File: config.mk
export PLATFORM = sky130hd
export DESIGN_NAME = hazard_unit_flat
export DESIGN_NICKNAME = d
export VERILOG_FILES = /design/src/rtl/hazard_pkg.sv /design/src/rtl/hazard_unit_if.sv /design/src/rtl/md_stall_timer.sv /design/src/rtl/hazard_unit.sv /design/src/flat_wrapper.sv
export SDC_FILE = /design/constraint.sdc
export NUM_CORES = 1
export LEC_CHECK = 0
export ABC_AREA = 1
export CAP_MARGIN = 20
export CORE_AREA = 2 2 39 41
export CTS_CLUSTER_SIZE = 40
export DETAILED_ROUTE_END_ITERATION = 12
export DIE_AREA = 0 0 41 43
export PLACE_DENSITY = 0.83
export SLEW_MARGIN = 10
export SYNTH_ARGS = -nofsm -noshare
export SYNTH_HDL_FRONTEND = slang
export SYNTH_SLANG_ARGS = --single-unit
File: constraint.sdc
create_clock -name clk -period 3.73 [get_ports clk]
set_input_delay 0.5595 -clock clk [delete_from_list [all_inputs] [get_ports clk]]
set_output_delay 0.5595 -clock clk [all_outputs]
set_load 0.02 [all_outputs]
File: src/rtl/hazard_pkg.sv
// Shared definitions for the pipeline hazard controller.
//   state_e  : mul/div occupancy FSM states (RUN, MD_WAIT)
//   REG_W    : register-specifier width
//   REG_ZERO : the hard-wired zero register, which never creates a dependency
package hazard_pkg;

    typedef enum logic [0:0] {
        RUN,
        MD_WAIT
    } state_e;

    localparam int unsigned         REG_W    = 5;
    localparam logic [REG_W-1:0]    REG_ZERO = '0;

endpackage

File: src/rtl/hazard_unit_if.sv
// Signal bundle between the 5-stage pipeline and the hazard controller.
//   master : pipeline side; drives the stage-tagged register IDs and hazard
//            sources, receives the write-enables, flushes and Busy.
//   slave  : hazard controller side.
// Optional (HAZARD_STATS_EN): StallCount / FlushCount performance counters.
interface hazard_unit_if;
    import hazard_pkg::*;

    logic [REG_W-1:0] RsIF2ID;
    logic [REG_W-1:0] RtIF2ID;
    logic [REG_W-1:0] RtID2EX;
    logic             MemReadID2EX;
    logic             BranchTakenID;
    logic             JumpID;
    logic             MulDivStartID2EX;

    logic             PCWrite;
    logic             IF2IDWrite;
    logic             IF2IDFlush;
    logic             ID2EXWrite;
    logic             ID2EXFlush;
    logic             Busy;
`ifdef HAZARD_STATS_EN
    logic [31:0]      StallCount;
    logic [31:0]      FlushCount;
`endif

    modport master (
        output RsIF2ID, RtIF2ID, RtID2EX, MemReadID2EX, BranchTakenID, JumpID,
               MulDivStartID2EX,
        input  PCWrite, IF2IDWrite, IF2IDFlush, ID2EXWrite, ID2EXFlush, Busy
`ifdef HAZARD_STATS_EN
        , input StallCount, FlushCount
`endif
    );

    modport slave (
        input  RsIF2ID, RtIF2ID, RtID2EX, MemReadID2EX, BranchTakenID, JumpID,
               MulDivStartID2EX,
        output PCWrite, IF2IDWrite, IF2IDFlush, ID2EXWrite, ID2EXFlush, Busy
`ifdef HAZARD_STATS_EN
        , output StallCount, FlushCount
`endif
    );

endinterface

File: src/rtl/md_stall_timer.sv
// Mul/div occupancy timer: tracks how long a multi-cycle op holds EX.
//   clk   : core clock
//   rst   : synchronous active-high reset (returns to RUN, clears count)
//   start : mul/div entering EX this cycle
//   busy  : high while in MD_WAIT (pipeline frozen); low while rst is high
// A start in RUN freezes the pipe for MD_LATENCY-1 following cycles.
module md_stall_timer
    import hazard_pkg::*;
#(
    parameter int unsigned MD_LATENCY = 4,
    parameter int unsigned CNT_W      = $clog2(MD_LATENCY + 1)
) (
    input  logic clk,
    input  logic rst,
    input  logic start,
    output logic busy
);

    state_e           state_q, state_d;
    logic [CNT_W-1:0] count_q, count_d;

    always_ff @(posedge clk) begin
        if (rst) begin
            state_q <= RUN;
            count_q <= '0;
        end else begin
            state_q <= state_d;
            count_q <= count_d;
        end
    end

    always_comb begin
        state_d = state_q;
        count_d = count_q;
        unique case (state_q)
            RUN: begin
                // Single-cycle ops finish within the entry cycle: no freeze.
                if (start && (MD_LATENCY > 1)) begin
                    state_d = MD_WAIT;
                    count_d = CNT_W'(MD_LATENCY - 2);
                end
            end
            MD_WAIT: begin
                if (count_q == '0) begin
                    state_d = RUN;
                end else begin
                    count_d = count_q - CNT_W'(1);
                end
            end
            default: begin
                state_d = RUN;
                count_d = '0;
            end
        endcase
    end

    assign busy = (state_q == MD_WAIT) && !rst;

endmodule

File: src/rtl/hazard_unit.sv
// Pipeline stall/flush controller for the 5-stage core. Handles load-use
// hazards, taken branch/jump redirects resolved in ID, and mul/div EX
// occupancy.
//   clk : core clock
//   rst : synchronous active-high reset; outputs forced to the no-hazard values
//   hz  : hazard_unit_if.slave - register IDs and hazard sources in,
//         PC / IF/ID / ID/EX enables and flushes plus Busy out
// Optional macro HAZARD_STATS_EN adds saturating StallCount / FlushCount.
module hazard_unit
    import hazard_pkg::*;
#(
    parameter int unsigned MD_LATENCY = 4,
    parameter int unsigned CNT_W      = $clog2(MD_LATENCY + 1)
) (
    input  logic          clk,
    input  logic          rst,
    hazard_unit_if.slave  hz
);

    logic busy;
    logic load_use;
    logic redirect;

    md_stall_timer #(
        .MD_LATENCY (MD_LATENCY),
        .CNT_W      (CNT_W)
    ) u_md_stall_timer (
        .clk   (clk),
        .rst   (rst),
        .start (hz.MulDivStartID2EX),
        .busy  (busy)
    );

    assign load_use = hz.MemReadID2EX && (hz.RtID2EX != REG_ZERO) &&
                      ((hz.RtID2EX == hz.RsIF2ID) || (hz.RtID2EX == hz.RtIF2ID));
    assign redirect = hz.BranchTakenID || hz.JumpID;

    always_comb begin
        hz.PCWrite    = 1'b1;
        hz.IF2IDWrite = 1'b1;
        hz.IF2IDFlush = 1'b0;
        hz.ID2EXWrite = 1'b1;
        hz.ID2EXFlush = 1'b0;
        hz.Busy       = busy;
        if (!rst) begin
            if (busy) begin
                // Frozen pipe: ID-stage hazards are re-evaluated once it thaws.
                hz.PCWrite    = 1'b0;
                hz.IF2IDWrite = 1'b0;
                hz.ID2EXWrite = 1'b0;
            end else if (load_use) begin
                // Redirect waits a cycle so the branch sees the forwarded load data.
                hz.PCWrite    = 1'b0;
                hz.IF2IDWrite = 1'b0;
                hz.ID2EXFlush = 1'b1;
            end else if (redirect) begin
                hz.IF2IDFlush = 1'b1;
            end
        end
    end

`ifdef HAZARD_STATS_EN
    logic [31:0] stall_cnt_q;
    logic [31:0] flush_cnt_q;

    always_ff @(posedge clk) begin
        if (rst) begin
            stall_cnt_q <= '0;
            flush_cnt_q <= '0;
        end else begin
            if (!hz.PCWrite && (stall_cnt_q != '1)) begin
                stall_cnt_q <= stall_cnt_q + 32'd1;
            end
            if (hz.IF2IDFlush && (flush_cnt_q != '1)) begin
                flush_cnt_q <= flush_cnt_q + 32'd1;
            end
        end
    end

    assign hz.StallCount = stall_cnt_q;
    assign hz.FlushCount = flush_cnt_q;
`endif

endmodule

File: src/flat_wrapper.sv
// flat-port wrapper written by rule: the top's interface ports become plain ports
module hazard_unit_flat import hazard_pkg::*;
#(
    parameter int unsigned MD_LATENCY = 4,
    parameter int unsigned CNT_W      = $clog2(MD_LATENCY + 1)
)
  (clk, rst, hz_RsIF2ID, hz_RtIF2ID, hz_RtID2EX, hz_MemReadID2EX, hz_BranchTakenID, hz_JumpID, hz_MulDivStartID2EX, hz_PCWrite, hz_IF2IDWrite, hz_IF2IDFlush, hz_ID2EXWrite, hz_ID2EXFlush, hz_Busy);
  hazard_unit_if hz_i ();
  input  logic clk;
  input  logic rst;
  input wire logic [$bits(hz_i.RsIF2ID)-1:0] hz_RsIF2ID;
  input wire logic [$bits(hz_i.RtIF2ID)-1:0] hz_RtIF2ID;
  input wire logic [$bits(hz_i.RtID2EX)-1:0] hz_RtID2EX;
  input wire logic [$bits(hz_i.MemReadID2EX)-1:0] hz_MemReadID2EX;
  input wire logic [$bits(hz_i.BranchTakenID)-1:0] hz_BranchTakenID;
  input wire logic [$bits(hz_i.JumpID)-1:0] hz_JumpID;
  input wire logic [$bits(hz_i.MulDivStartID2EX)-1:0] hz_MulDivStartID2EX;
  output wire logic [$bits(hz_i.PCWrite)-1:0] hz_PCWrite;
  output wire logic [$bits(hz_i.IF2IDWrite)-1:0] hz_IF2IDWrite;
  output wire logic [$bits(hz_i.IF2IDFlush)-1:0] hz_IF2IDFlush;
  output wire logic [$bits(hz_i.ID2EXWrite)-1:0] hz_ID2EXWrite;
  output wire logic [$bits(hz_i.ID2EXFlush)-1:0] hz_ID2EXFlush;
  output wire logic [$bits(hz_i.Busy)-1:0] hz_Busy;
  assign hz_i.RsIF2ID = hz_RsIF2ID;
  assign hz_i.RtIF2ID = hz_RtIF2ID;
  assign hz_i.RtID2EX = hz_RtID2EX;
  assign hz_i.MemReadID2EX = hz_MemReadID2EX;
  assign hz_i.BranchTakenID = hz_BranchTakenID;
  assign hz_i.JumpID = hz_JumpID;
  assign hz_i.MulDivStartID2EX = hz_MulDivStartID2EX;
  assign hz_PCWrite = hz_i.PCWrite;
  assign hz_IF2IDWrite = hz_i.IF2IDWrite;
  assign hz_IF2IDFlush = hz_i.IF2IDFlush;
  assign hz_ID2EXWrite = hz_i.ID2EXWrite;
  assign hz_ID2EXFlush = hz_i.ID2EXFlush;
  assign hz_Busy = hz_i.Busy;
  hazard_unit #(.MD_LATENCY(MD_LATENCY), .CNT_W(CNT_W)) u_core (.clk(clk), .rst(rst), .hz(hz_i));
endmodule
==> run summary, run 1 <==
Buffer type at the clock tree root = clkbuf_4
Crit-path slowest cell = clkdlybuf4s50_1
Final Slew Violations = 0
TNS Setup = 0 ns
Placer congestion estimate = 0.692
CTS Hold Buffers Added = 0
Initial core utilization = 32.3%
LEAKAGE = 0.000373 µW
Simple logic cell fraction of the synthesized area = 41.2%
Max Cap Viol = 0
Placed instance area = 719 µm²
Worst Path Class, Setup = input pin to output pin
Layout Nets = 136
DP Wirelength = 964 µm
Avg Cell Area, Syn = 5.38 µm²
Crit-path leading delay family = buffers and inverters
Vias in the first global route = 543
Final setup vio count = 0
# clock sinks = 4
Seq pwr share = 27.1%
Resize count post-CTS = 0
Minimum clock period = 2.86 ns
CP bufs+invs = 3
Most frequent cells in the layout = 29 x nand2_1, 26 x clkdlybuf4s50_1, 15 x inv_1
Total GRT Usage = 15.1%
Combinational power share = 44.0%
Grt total ovfl = 0
DR WL/cell = 8.65 µm
Area growth syn-to-layout = 66.1%
H-tree depth = 1
HP Start = u_core.u_md_stall_timer.count_q[0]
Tightest Pin Transition = 0.230 ns
Synth Instances = 83
CTS tree = yes
Final wirelength = 1.10 mm
Distinct cell type count after synthesis = 20
Worst r2r src = u_core.u_md_stall_timer.count_q[0]
Chip width = 41 µm
Rel. slew slack = 84.6%
ANT nets after route = 0
Antenna fix cells = 0
Die height = 43 µm
CP Capture Type = output pin
Global-route wire length before repair = 1.81 mm
1st-iter DRT viols = 4
Largest family of logic cells by synthesized area = simple AND/OR/NAND/NOR gates
Syn Std Cell Area = 447 µm²
Skew-Pair Late Insertion Delay = 0.24 ns
Post-Synth Adder-Cell Area = 5.60%
Post-synthesis compound-gate area fraction = 11.2%
Pre-Repair DR Iteration Count = 3
DR vias = 565
Number of synthesized register bits = 4
Fmax = 350 MHz
RSZ-0062 raised after global routing = no
CP peak stage delay = 0.61 ns
Worst path arrival time = 2.30 ns
Post-CTS Setup Bufs = 0
Core outline area = 0.00138 mm²
CTS Buffer Depth = 2
VDD IR max = 0.000167 V
PortBufs = 26
Hold EP = u_core.u_md_stall_timer.count_q[0]
Row cnt = 14
I/O pins = 27
Pwr/cell area = 250 mW/mm²
Via density = 4.45
Seq/Total Area, Yosys = 17.9%
Worst-path fanout max = 3
Pin count of the biggest net entering global routing = 6
Fraction of layout cells with a size suffix above 1 = 12.6%
Worst r2r path cells = 9
Fin crit share = 76.6%
Status = finished, final reports clean
Syn Nets = 106
Startpoint Class = input pin
Switch Pwr = 58.7 µW
Setup ws final = 0.874 ns
Post-route cell area = 742 µm²
Hold Crit Class = register to register
Initial antenna violation count = 0
Final hold vios = 0
Internal Pwr Total = 126 µW
Most common library cell in the layout ignoring fill and taps = nand2_1
Clock Skews = 0.00133 ns
XOR/XNOR share of the synthesized area = 3.92%
Worst R2R End = u_core.u_md_stall_timer.count_q[2]
Post-synthesis mux area share = 0%
CP required = 3.17 ns
Worst hold path depth = 1
Die footprint = 0.00176 mm²
Net Sw Frac = 31.7%
Clock transition at path regs = 0.03 ns
Setup slack, reg-to-reg = 2.37 ns
Worst slack at placement = 0.857 ns
Critical-path cell list = clkdlybuf4s50_1, inv_1, nand2_1, nand2_1, nor2_1, nand3_1, nand2_2, nand3_2, nor2_2, clkdlybuf4s50_1
TritonCTS Buffers = 3
Yosys warning total = 0
DRC errors left = 0
Clock Power Share = 28.9%
-- stage by stage --
| stage | util [%] | hold WS [ns] | instances | total power [µW] |
|---|---|---|---|---|
| CTS | 53.6 | 0.464 | 127 | 190 |
| detailed placement | 52.0 | 0.458 | 124 | 133 |
| floorplan | - | 0.422 | 83 | 93.9 |
| global route | 53.6 | 0.504 | 127 | 202 |
| finish | 53.6 | 0.450 | 127 | 185 |
| global placement | 52.0 | 0.437 | 124 | 130 |
-- worst max path at each step --
stage | from | to | slack, ns | cells past startpoint
after floorplan | hz_RtID2EX[1] | hz_PCWrite | 1.81 | 8
after global placement | hz_RtID2EX[4] | hz_ID2EXFlush | 0.89 | 10
after detailed placement | hz_RtID2EX[4] | hz_ID2EXFlush | 0.86 | 10
after CTS | hz_RtID2EX[4] | hz_ID2EXFlush | 0.85 | 10
after global routing | hz_RtID2EX[4] | hz_ID2EXFlush | 0.76 | 10
final | hz_RtID2EX[1] | hz_ID2EXFlush | 0.87 | 10
-- routing by layer --
metal  GRT usage, %  up-vias  share of wire (%)
met2           27.5       16                 56
met5              0        -                  0
li1               -      307                  -
met4           10.0        0                2.2
met1           13.2      240                 36
met3           3.14        2                5.1
-- power groups by stage --
stage / combinational, µW / clock [µW] / sequential [µW]
floorplan: 43.6 / 0 / 50.3
global placement: 79.5 / 0 / 50.6
detailed placement: 82.0 / 0 / 50.9
CTS: 82.6 / 56.7 / 50.3
global route: 91.8 / 58.9 / 50.8
finish: 81.5 / 53.6 / 50.1
-- Yosys cell counts --
cell | count | area [µm²]
nand2_2 | 1 | 6.26
xnor2_1 | 2 | 17.5
o31ai_1 | 1 | 7.51
nand3_2 | 1 | 10.0
ha_1 | 2 | 25.0
inv_1 | 15 | 56.3
nand3_1 | 2 | 10.0
dfxtp_1 | 4 | 80.1
nand2_1 | 29 | 109
inv_2 | 6 | 22.5
a21oi_1 | 2 | 10.0
a21oi_2 | 1 | 8.76
clkinv_1 | 1 | 3.75
nand4_1 | 1 | 6.26
o21ai_0 | 2 | 10.0
nor2_2 | 2 | 12.5
buf_4 | 1 | 7.51
nor2_1 | 8 | 30.0
o211ai_1 | 1 | 7.51
o22ai_1 | 1 | 6.26
-- cells by family (layout without fill, tap and decap cells) --
logic type	Yosys count	in the layout
buf+inv	23	51
compound gates	8	8
fa+ha+maj	2	2
simple gates	44	44
flops	4	4
xor+xnor	2	2
-- worst reg2reg max path, delay by kind of cell, from the launching register on --
| kind | cells | cell delay, ns |
|---|---|---|
| adder cells (fa/ha/maj) | 2 | 0.39 |
| flip-flops | 1 | 0.33 |
| AND/OR/NAND/NOR | 3 | 0.28 |
| buffers and inverters | 3 | 0.17 |
| AO/OA/AOI/OAI | 1 | 0.07 |
-- registers in the layout, indices dropped and copies added, names as in the netlist --
name	count
u_core.u_md_stall_timer.count_q	3
u_core.u_md_stall_timer.state_q	1
-- layout make-up --
class	count	area, µm²
clock buffers	3	22.5
fillers	150	642
inverters	22	82.6
multi-input cells	56	277
flip-flops and latches	4	80.1
well taps	16	20.0
repair buffers	26	260
Note: power is estimated with default switching activity, not from simulation.
==> inputs of run 2 (changes only) <==
clock period = 2.77 ns   (was 3.73 ns; I/O delays follow)
==> run 2 against run 1 <==
Power is 34% higher. Via count decreased by 0.53%. Final cell count stayed put. Largest cell class unchanged. Sequential power increased by 35%. Clock skew is essentially flat. Design area stayed put. Utilization did not move. Register-to-register slack worse by 0.95 ns. Global-route usage is 0.60 points higher.
==> run summary, run 2 (same netlist as run 1, synthesis figures left out) <==
Status = finished, final reports clean
Global-route wire length before repair = 1.89 mm
CP peak stage delay = 0.62 ns
Die height = 43 µm
Final setup vio count = 0
Grt total ovfl = 0
Chip width = 41 µm
Worst r2r src = u_core.u_md_stall_timer.count_q[0]
Clock Power Share = 29.0%
# clock sinks = 4
Pre-Repair DR Iteration Count = 4
Final hold vios = 0
Area growth syn-to-layout = 66.1%
Fmax = 388 MHz
Crit-path leading delay family = buffers and inverters
Core outline area = 0.00138 mm²
TNS Setup = 0 ns
Internal Pwr Total = 170 µW
Via density = 4.43
1st-iter DRT viols = 1
Pwr/cell area = 334 mW/mm²
Max Cap Viol = 0
CP Capture Type = output pin
Minimum clock period = 2.58 ns
Area of the multi-input gates = 277 µm²
Row cnt = 14
Crit-path slowest cell = clkdlybuf4s50_1
Resize count post-CTS = 0
VDD IR max = 0.000222 V
Critical-path cell list = clkdlybuf4s50_1, inv_1, nand2_1, nand2_1, nor2_1, nand3_1, nand2_2, nand3_2, nor2_2, clkdlybuf4s50_1
Worst-path fanout max = 3
Clock transition at path regs = 0.03 ns
CTS tree = yes
Initial core utilization = 32.3%
Die footprint = 0.00176 mm²
Tightest Pin Transition = 0.229 ns
Most common library cell in the layout ignoring fill and taps = nand2_1
CTS Buffer Depth = 2
Hold Crit Class = register to register
DR vias = 562
Switch Pwr = 78.1 µW
Total GRT Usage = 15.7%
LEAKAGE = 0.000373 µW
Biggest regs = u_core.u_md_stall_timer.count_q (3), u_core.u_md_stall_timer.state_q (1)
Worst Path Class, Setup = input pin to output pin
Startpoint Class = input pin
Combinational power share = 43.8%
Worst path arrival time = 2.16 ns
I/O pins = 27
Register area = 80.1 µm²
DR WL/cell = 8.69 µm
Largest register FFs = 3
TritonCTS Buffers = 3
DRC errors left = 0
Fillers = 146
Seq pwr share = 27.2%
Placer congestion estimate = 0.692
CP required = 2.35 ns
Placed instance area = 719 µm²
PortBufs = 26
RSZ-0062 raised after global routing = no
Fraction of layout cells with a size suffix above 1 = 12.6%
Skew-Pair Late Insertion Delay = 0.24 ns
Layout Nets = 136
Pin count of the biggest net entering global routing = 6
CP bufs+invs = 3
Worst Setup SP = hz_RtID2EX[1]
Largest Register = u_core.u_md_stall_timer.count_q
Net Sw Frac = 31.5%
Rel. slew slack = 84.7%
Post-CTS Setup Bufs = 0
Antenna fix cells = 0
Buffer type at the clock tree root = clkbuf_4
Vias in the first global route = 554
Fin crit share = 93.1%
HP Start = u_core.u_md_stall_timer.count_q[0]
Final Slew Violations = 0
ANT nets after route = 0
CTS Hold Buffers Added = 0
Post-route cell area = 742 µm²
Most frequent cells in the layout = 29 x nand2_1, 26 x clkdlybuf4s50_1, 15 x inv_1
Hold_ws = 0.462 ns
Final wirelength = 1.10 mm
Clock Skews = 0.00123 ns
DP Wirelength = 962 µm
H-tree depth = 1
Initial antenna violation count = 0
[run 2: per-stage QoR]
step / power, µW / worst slack (ns) / util (%) / std cells
floorplan: 126 / 1.14 / - / 83
global placement: 175 / 0.216 / 52.0 / 124
detailed placement: 178 / 0.187 / 52.0 / 124
CTS: 255 / 0.183 / 53.6 / 127
global route: 271 / 0.0159 / 53.6 / 127
finish: 248 / 0.192 / 53.6 / 127
[run 2: path summary, 6_finish.rpt]
check                           slack (ns)  cells past startpoint                            endpoint
worst max-delay path                  0.19                     10                       hz_ID2EXFlush
worst min-delay path                  0.46                      1  u_core.u_md_stall_timer.count_q[0]
worst max register to register        1.42                      9  u_core.u_md_stall_timer.count_q[2]
worst min register to register        0.46                      1  u_core.u_md_stall_timer.count_q[0]
[run 2: area by class of cell]
type                            count  share of cell area [%]
Inverter                           22                    11.1
Clock buffer                        3                    3.04
Sequential cell                     4                    10.8
Tap cell                           16                    2.70
Multi-Input combinational cell     56                    37.3
Timing Repair Buffer               26                    35.1
[run 2: power by group through the flow]
stage          Clock, µW  Combinational (µW)  Sequential, µW
2_1_floorplan          0                58.7            67.8
3_3_place_gp           0                 107            68.1
3_5_place_dp           0                 110            68.6
4_1_cts             76.3                 111            67.7
5_1_grt             79.3                 123            68.3
6_report            71.9                 109            67.6
[run 2: metal layers]
metal  wire, µm  share of wire [%]  up-vias  track usage (%)
li1           -                  -      302                -
met2        620                 56       15             28.7
met3         77                7.0        3             3.14
met1        381                 35      242             13.9
met4         24                2.2        0             10.0
met5          0                  0        -                0
[run 2: worst reg2reg max path: stages, from the launching register on]
cell and delay, ns:
dfxtp_1 0.34, inv_1 0.06, ha_1 0.19, ha_1 0.19
nor2_2 0.16, inv_2 0.07, nand2_1 0.08, o22ai_1 0.07
inv_1 0.05, nor2_1 0.03
